**config.mk**
```make
export PLATFORM = sky130hd
export DESIGN_NAME = ram_port_arbiter
export DESIGN_NICKNAME = d
export VERILOG_FILES = /design/src/rtl/ram_arb_pkg.sv /design/src/rtl/ram_arb_pick.sv /design/src/rtl/ram_port_arbiter.sv
export SDC_FILE = /design/constraint.sdc
export NUM_CORES = 1
export LEC_CHECK = 0
export CORE_MARGIN = 3
export CORE_UTILIZATION = 35
export DETAILED_ROUTE_END_ITERATION = 8
export PLACE_DENSITY = 0.81
export RECOVER_POWER = 25
export SYNTH_ARGS = -nofsm -noshare
export SYNTH_HDL_FRONTEND = slang
export SYNTH_SLANG_ARGS = --single-unit
```
**constraint.sdc**
```tcl
create_clock -name clk -period 2.1 [get_ports clk]
set_clock_uncertainty 0.2 [all_clocks]
set_input_delay 0.42 -clock clk [delete_from_list [all_inputs] [get_ports clk]]
set_output_delay 0.42 -clock clk [all_outputs]
set_load 0.02 [all_outputs]
```
**src/rtl/ram_arb_pkg.sv**
```systemverilog
// Shared types and defaults for the data RAM port arbiter.
package ram_arb_pkg;

  typedef enum logic [1:0] {
    NONE = 2'd0,
    CPU  = 2'd1,
    STK  = 2'd2,
    DMA  = 2'd3
  } tag_e;

  typedef enum logic {
    IDLE  = 1'b0,
    BURST = 1'b1
  } state_e;

  localparam int unsigned MAX_WAIT_DEF  = 8;
  localparam int unsigned BURST_MAX_DEF = 16;

endpackage

```
**src/rtl/ram_arb_pick.sv**
```systemverilog
// Combinational winner selection: burst exclusivity, DMA starvation override, stk > cpu > dma.
module ram_arb_pick
  import ram_arb_pkg::*;
(
  input  logic       en,
  input  logic       burst,
  input  logic       force_dma,
  input  logic       cpu_req,
  input  logic       stk_req,
  input  logic       dma_req,
  output logic [2:0] gnt,   // {dma, stk, cpu}
  output tag_e       tag
);

  always_comb begin
    gnt = '0;
    tag = NONE;
    if (en) begin
      if (burst || force_dma) begin
        if (dma_req) begin
          gnt = 3'b100;
          tag = DMA;
        end
      end else if (stk_req) begin
        gnt = 3'b010;
        tag = STK;
      end else if (cpu_req) begin
        gnt = 3'b001;
        tag = CPU;
      end else if (dma_req) begin
        gnt = 3'b100;
        tag = DMA;
      end
    end
  end

endmodule

```
**src/rtl/ram_port_arbiter.sv**
```systemverilog
// Shares one synchronous data RAM port between CPU, stack engine and DMA,
// with registered RAM drive and tagged read-data return.
module ram_port_arbiter
  import ram_arb_pkg::*;
#(
  parameter int unsigned AW        = 16,
  parameter int unsigned DW        = 16,
  parameter int unsigned MAX_WAIT  = MAX_WAIT_DEF,
  parameter int unsigned BURST_MAX = BURST_MAX_DEF
) (
  input  logic          clk,
  input  logic          rst,
  input  logic          cpu_req,
  input  logic          cpu_we,
  input  logic [AW-1:0] cpu_addr,
  input  logic [DW-1:0] cpu_wdata,
  output logic          cpu_gnt,
  output logic          cpu_rvalid,
  input  logic          stk_req,
  input  logic          stk_we,
  input  logic [AW-1:0] stk_addr,
  input  logic [DW-1:0] stk_wdata,
  output logic          stk_gnt,
  output logic          stk_rvalid,
  input  logic          dma_req,
  input  logic          dma_we,
  input  logic [AW-1:0] dma_addr,
  input  logic [DW-1:0] dma_wdata,
  input  logic          dma_last,
  output logic          dma_gnt,
  output logic          dma_rvalid,
  output logic [DW-1:0] rdata,
  output logic          ram_en,
  output logic          ram_we,
  output logic [AW-1:0] ram_addr,
  output logic [DW-1:0] ram_wdata,
  input  logic [DW-1:0] ram_rdata
);

  state_e        state, state_nx;
  logic [7:0]    wait_cnt, wait_nx;
  logic [7:0]    burst_cnt, burst_nx;
  logic [7:0]    burst_inc;
  logic          force_dma;
  logic [2:0]    gnt;
  tag_e          pick_tag;
  tag_e          tag_q;
  logic          acc;
  logic          sel_we;
  logic [AW-1:0] sel_addr;
  logic [DW-1:0] sel_wdata;

  assign force_dma = dma_req && (wait_cnt == 8'(MAX_WAIT));

  ram_arb_pick u_pick (
    .en        (!rst),
    .burst     (state == BURST),
    .force_dma (force_dma),
    .cpu_req   (cpu_req),
    .stk_req   (stk_req),
    .dma_req   (dma_req),
    .gnt       (gnt),
    .tag       (pick_tag)
  );

  assign cpu_gnt = gnt[0];
  assign stk_gnt = gnt[1];
  assign dma_gnt = gnt[2];
  assign acc     = |gnt;
  assign rdata   = ram_rdata;

  always_comb begin
    sel_we    = 1'b0;
    sel_addr  = '0;
    sel_wdata = '0;
    if (gnt[2]) begin
      sel_we    = dma_we;
      sel_addr  = dma_addr;
      sel_wdata = dma_wdata;
    end else if (gnt[1]) begin
      sel_we    = stk_we;
      sel_addr  = stk_addr;
      sel_wdata = stk_wdata;
    end else if (gnt[0]) begin
      sel_we    = cpu_we;
      sel_addr  = cpu_addr;
      sel_wdata = cpu_wdata;
    end
  end

  assign burst_inc = burst_cnt + 8'd1;

  always_comb begin
    state_nx = state;
    burst_nx = burst_cnt;
    wait_nx  = wait_cnt;

    if (dma_gnt)
      wait_nx = '0;
    else if (dma_req && (wait_cnt < 8'(MAX_WAIT)))
      wait_nx = wait_cnt + 8'd1;

    unique case (state)
      IDLE: begin
        // A single-word burst limit never needs the exclusive state.
        if (dma_gnt && !dma_last && (BURST_MAX > 1)) begin
          state_nx = BURST;
          burst_nx = 8'd1;
        end
      end
      BURST: begin
        if (dma_gnt) begin
          burst_nx = burst_inc;
          if (dma_last || (burst_inc >= 8'(BURST_MAX))) begin
            state_nx = IDLE;
            burst_nx = '0;
          end
        end
      end
      default: state_nx = IDLE;
    endcase
  end

  always_ff @(posedge clk or posedge rst) begin
    if (rst) begin
      state      <= IDLE;
      wait_cnt   <= '0;
      burst_cnt  <= '0;
      ram_en     <= 1'b0;
      ram_we     <= 1'b0;
      ram_addr   <= '0;
      ram_wdata  <= '0;
      tag_q      <= NONE;
      cpu_rvalid <= 1'b0;
      stk_rvalid <= 1'b0;
      dma_rvalid <= 1'b0;
    end else begin
      state     <= state_nx;
      wait_cnt  <= wait_nx;
      burst_cnt <= burst_nx;
      ram_en    <= acc;
      ram_we    <= acc && sel_we;
      if (acc) begin
        ram_addr  <= sel_addr;
        ram_wdata <= sel_wdata;
      end
      // Tag rides alongside the RAM drive, then becomes rvalid when data returns.
      tag_q      <= (acc && !sel_we) ? pick_tag : NONE;
      cpu_rvalid <= (tag_q == CPU);
      stk_rvalid <= (tag_q == STK);
      dma_rvalid <= (tag_q == DMA);
    end
  end

endmodule
```
=== Word-level counts from Yosys, hierarchy flattened ===
Cells that the tools add are included.

* Add/sub/neg operators: 2
* Order comparisons: 2
* Equality and inequality tests: 6
* Mux-type cells: 30
* Bitwise logic cells: 1
* Reductions and logical operators: 12

{| class="wikitable"
|+ Operators with widths
! kind !! number
|-
| 16-bit two-way mux || 6
|-
| 8-bit two-way mux || 5
|-
| 8-bit by 1-bit adder with 8-bit output, second input constant || 2
|-
| 8-bit case mux with 2 select lines || 1
|-
| 3-bit two-way mux || 5
|-
| 2-bit two-way mux || 6
|-
| 8-bit by 4-bit equality test with 1-bit output, second input constant || 1
|-
| 8-bit by 5-bit greater-or-equal comparator with 1-bit output, second input constant || 1
|-
| 8-bit by 4-bit < comparator with 1-bit output, second input constant || 1
|-
| 1-bit two-way mux || 6
|-
| 1-bit logical AND || 5
|-
| 2-bit equality test, second input constant || 2
|-
| 3-bit OR reduction || 1
|-
| 2-bit by 1-bit equality test with 1-bit output, second input constant || 1
|-
| 1-bit zero test || 2
|-
| 1-bit logical OR || 2
|-
| 2-bit by 1-bit != test with 1-bit output, second input constant || 1
|-
| 2-bit != test, second input constant || 1
|-
| 1-bit case mux with 2 select lines || 1
|-
| 2-bit AND reduction || 1
|-
| 2-bit nonzero test || 1
|-
| 1-bit inverter || 1
|}

* Register bits: 56
* Word-level logic and storage cells: 64

=== Depth between registers and ports, before layout ===
Gate-level depths: netlist of run 1.

* Word-level depth: 11
* Mapped depth: 8
* Depth with buffers taken out: 7

=== Hierarchy ===
Synthesis of run 1 repeated with hierarchy kept, for this count alone.

* Cells, all modules: 275
* Area total of the unflattened synthesis: 2727.6 µm²

{| class="wikitable"
|+ Modules (own cells, without submodules)
! module !! instances !! cells each !! area each (µm²) !! seq. area each (µm²)
|-
| ram_port_arbiter || 1 || 264 || 2650.0 || 1401.3
|-
| ram_arb_pick || 1 || 11 || 77.6 || 0.0
|}

=== Least setup slack after synthesis of run 1 ===
OpenSTA, ideal clock, no wires.

* Path type: input-to-reg
* From: input port rst
* To: register ram_addr[0]
* Library setup time: 0.134 ns
* Data arrival time: 2.563 ns
* Required time: 1.766 ns
* Path slack: -0.797 ns
* Stages on the path: 5
* Path through: inv_1 -> o21ai_1 -> clkbuf_1 -> a22oi_1 -> o211ai_2

* Word-level cells in the longest chain between the ends: 4
* Elaborated cells on any way between the ends: 5

{| class="wikitable"
|+ RTL lines
! item !! line !! text
|-
| start, declared || ram_port_arbiter.sv:12 || <nowiki>input logic rst,</nowiki>
|-
| 3-bit two-way mux (*) || ram_arb_pick.sv:18 || <nowiki>if (en) begin</nowiki>
|-
| 16-bit two-way mux || ram_port_arbiter.sv:84 || <nowiki>end else if (gnt[0]) begin</nowiki>
|-
| 16-bit two-way mux || ram_port_arbiter.sv:80 || <nowiki>end else if (gnt[1]) begin</nowiki>
|-
| 16-bit two-way mux || ram_port_arbiter.sv:76 || <nowiki>if (gnt[2]) begin</nowiki>
|-
| end signal, assigned || ram_port_arbiter.sv:144 || <nowiki>ram_addr <= sel_addr;</nowiki>
|-
| end, declared || ram_port_arbiter.sv:35 || <nowiki>output logic [AW-1:0] ram_addr,</nowiki>
|}

Every way passes the cells marked *; elsewhere a longest branch is shown, timed or not.
A chain may end at the register's enable or synchronous reset.

=== Worst setup path after layout of run 1 ===
* From: register wait_cnt[0]
* To: output port stk_gnt

* Word-level cells in the longest chain between the ends: 5

{| class="wikitable"
|+ RTL lines
! item !! line !! text
|-
| start, declared || ram_port_arbiter.sv:41 || <nowiki>logic [7:0] wait_cnt, wait_nx;</nowiki>
|-
| start signal, assigned || ram_port_arbiter.sv:139 || <nowiki>wait_cnt <= wait_nx;</nowiki>
|-
| 8-bit by 4-bit equality test with 1-bit output || ram_port_arbiter.sv:53 || <nowiki>assign force_dma = dma_req && (wait_cnt == 8'(MAX_WAIT));</nowiki>
|-
| 1-bit logical AND || ram_port_arbiter.sv:53 ||
|-
| 1-bit logical OR || ram_arb_pick.sv:19 || <nowiki>if (burst || force_dma) begin</nowiki>
|-
| 3-bit two-way mux || ram_arb_pick.sv:19 ||
|-
| 3-bit two-way mux || ram_arb_pick.sv:18 ||
|-
| end, declared || ram_port_arbiter.sv:23 || <nowiki>output logic stk_gnt,</nowiki>
|}

No other way between the ends.

==> metrics, run 1 <==
vias in the first global route=2880; hold_buf cts=0; Fmax=416 MHz; Area contributors post-synth=dfrtp_1 46%, o211ai_2 8.3%, a22oi_1 7.7%; drt initial violations=52; first-pass GRT wire length=14000 um; Worst setup EP type=output port; Synth Register Bits=56; pin count of the biggest net entering global routing=57; M2 GR Usage=31.7%; grt ovf=0; die area=9810 um^2; Synth cell types=46; pre-CTS WS=-0.760 ns; hold crit path type=register to register; max cap viols=0; syn nets=418; initial antenna violation count=0; final antenna-violating net count=0; Cell Rows=33; power density over cell area=768 nW/um^2; met1 Use GR=21.4%; CTS tree=built; Crit Path Max Fanout=2; htree depth=2; final worst setup slack=-0.301 ns; WS Path Type=register to output port; Reg clk slew, reported paths=0.10 ns; FILL cells=664; CP arrival=1.78 ns; synth cell count leaders=56 x dfrtp_1, 43 x inv_1, 35 x nand2_1, 31 x a22oi_1, 20 x o211ai_2; hold_ws=0.266 ns; gp weighted congestion=0.842; Final Max Slew Viols=0; final cell count without fillers=558; outcome=finished with violations; Synth top area share=46.2%; WL final=9400 um; clock latency at the later pin of the worst-skew pair=0.31 ns; Synth async-reset ratio=100%; antenna fix cells=0; DP Wirelength=6680 um; unrepaired setup endpoints after global routing=true; fin nets=576; Syn Area/Cell=10.3 um^2; endpoints failing setup=37; die height=99.1 um; Area growth syn-to-layout=67.7%; sequential share of the synthesized area=46.2%; Clock Path Buffers=2; Die Span X=99.1 um; CTS Root Cell=clkbuf_8; CP required=1.48 ns; period utilization=114%; drt first pass iters=4; Buffers on Ports=144; dominant synthesized flop cell=dfrtp_1; detailed-route wire length per cell=16.8 um; clock sinks=56; setup TNS=-3.43 ns; Starting Density=36.5%; DR vias=2803; most frequent cell after synthesis=dfrtp_1; Post-synth EDFFs=0; Cells after Synth=294; placed cells=540; Least-Margin Pin Slew=0.772 ns; # DRC=0; Synth Cell Area=3030 um^2; TritonCTS buffer count=5; layout cells sized above 1=25.4%; violated checks=negative setup slack; Syn. warnings=0; Critical Path Start Type=register; fin crit period=2.40 ns; core area=8300 um^2; worst rel slew slack=48.6%; overall routing resource usage=17.6%; GR Util met3=3.82%; vias per cell=5.02; Yosys top cell by area=dfrtp_1; Leak=2.17 nW; I/O pins=177; GRT busiest layer=met2; Final Hold Fails=0; Worst VDD drop=0.000342 V
## kinds of logic after synthesis
family | synth area share [%]
AO/OA/AOI/OAI | 25.8
XOR/XNOR | 0.578
adder cells (fa/ha/maj) | 1.24
buffers and inverters | 12.3
flip-flops | 46.2
multiplexers | 0.661
AND/OR/NAND/NOR | 13.1
## worst paths after layout
check	from	to	slack (ns)	depth (start not counted)
max	wait_cnt[0]	stk_gnt	-0.30	6
min	tag_q[1]	cpu_rvalid	0.27	1
max reg2reg	wait_cnt[0]	ram_wdata[9]	-0.16	11
min reg2reg	tag_q[1]	cpu_rvalid	0.27	1
max in group asynchronous	rst	ram_wdata[11]	0.17	5
min in group asynchronous	rst	burst_cnt[2]	1.04	5
## cells in the final DEF, fill, tap and decap left out, types with 2 or more instances in the layout
cell,instances
inv_1,41
nor3_1,5
a22oi_2,31
xnor2_1,2
clkinvlp_4,2
o211ai_2,20
nor2b_1,6
clkbuf_1,2
ha_1,2
o22ai_1,2
clkbuf_16,3
buf_6,3
o211ai_1,13
nand2_1,35
and2_1,4
buf_4,24
dfrtp_1,56
clkbuf_4,2
or4b_1,2
nand2b_1,2
clkdlybuf4s50_1,139
a2111oi_4,2
clkbuf_8,6
buf_12,4
nand3_1,3
nor2_1,6
nand4_1,2
## power by group
part / total [W] / switching [W] / internal, W
clock network: 0.000728 / 0.000368 / 0.000360
logic: 0.00169 / 0.000756 / 0.000934
registers: 0.00148 / 0.000177 / 0.00131
total: 0.00390 / 0.00130 / 0.00260
## final cells by class
type	instances	area (um^2)	area share (%)
clock inverter	3	46.3	0.911
tap	105	131	2.58
sequential	56	1400	27.6
clock buffer	5	68.8	1.35
inverter	44	170	3.35
multi-input combinational	164	1430	28.2
timing repair buffer	181	1830	36.0
## flip-flops by register name (all words and copies together) (netlist names)
| register | count |
|---|---|
| burst_cnt | 8 |
| state | 1 |
| stk_rvalid | 1 |
| dma_rvalid | 1 |
| ram_addr | 16 |
| ram_en | 1 |
| tag_q | 2 |
| cpu_rvalid | 1 |
| ram_wdata | 16 |
| wait_cnt | 8 |
| ram_we | 1 |
## layer usage
layer	wire length, um	part of all wire, %
met3	563	6.0
met1	3870	41
met4	75	0.80
met2	4890	52
met5	0	0
## worst max-delay path, cell delays in order (launching register included)
cell	delay (ns)
dfrtp_1	0.37
inv_1	0.05
ha_2	0.18
nor4b_4	0.13
buf_4	0.15
a2111oi_4	0.38
buf_4	0.22
## repair_timing
action,4_1_cts,5_1_grt
endpoints found under the setup margin,44,39
buffers inserted,1,5
gates resized for setup,19,41
gates cloned,0,5
pin swaps,1,2
## metrics by stage
step           instance area, um^2  util (%)  total power [W]
2_1_floorplan                 3100         -          0.00232
3_3_place_gp                  4670      56.3          0.00302
3_5_place_dp                  4670      56.3          0.00307
4_1_cts                       4790      57.7          0.00381
5_1_grt                       5080      61.2          0.00412
6_report                      5080      61.2          0.00390
Power figures use the tool's default switching activity.
==> run 2: changes to the inputs <==
--- a/config.mk
+++ b/config.mk
@@ -7,6 +7,7 @@
 export LEC_CHECK = 0
 export CORE_MARGIN = 3
 export CORE_UTILIZATION = 35
+export CTS_CLUSTER_DIAMETER = 150
 export DETAILED_ROUTE_END_ITERATION = 8
 export PLACE_DENSITY = 0.81
 export RECOVER_POWER = 25
==> results of run 2 <==
The final DEF is identical to that of run 1; final timing and power are the same.
==> run 3: changes to the inputs <==
--- a/config.mk
+++ b/config.mk
@@ -9,6 +9,7 @@
 export CORE_UTILIZATION = 35
 export CTS_CLUSTER_DIAMETER = 150
 export DETAILED_ROUTE_END_ITERATION = 8
+export HOLD_SLACK_MARGIN = 0.06
 export PLACE_DENSITY = 0.81
 export RECOVER_POWER = 25
 export SYNTH_ARGS = -nofsm -noshare
==> results of run 3 <==
The final DEF is identical to that of run 1; final timing and power are the same.
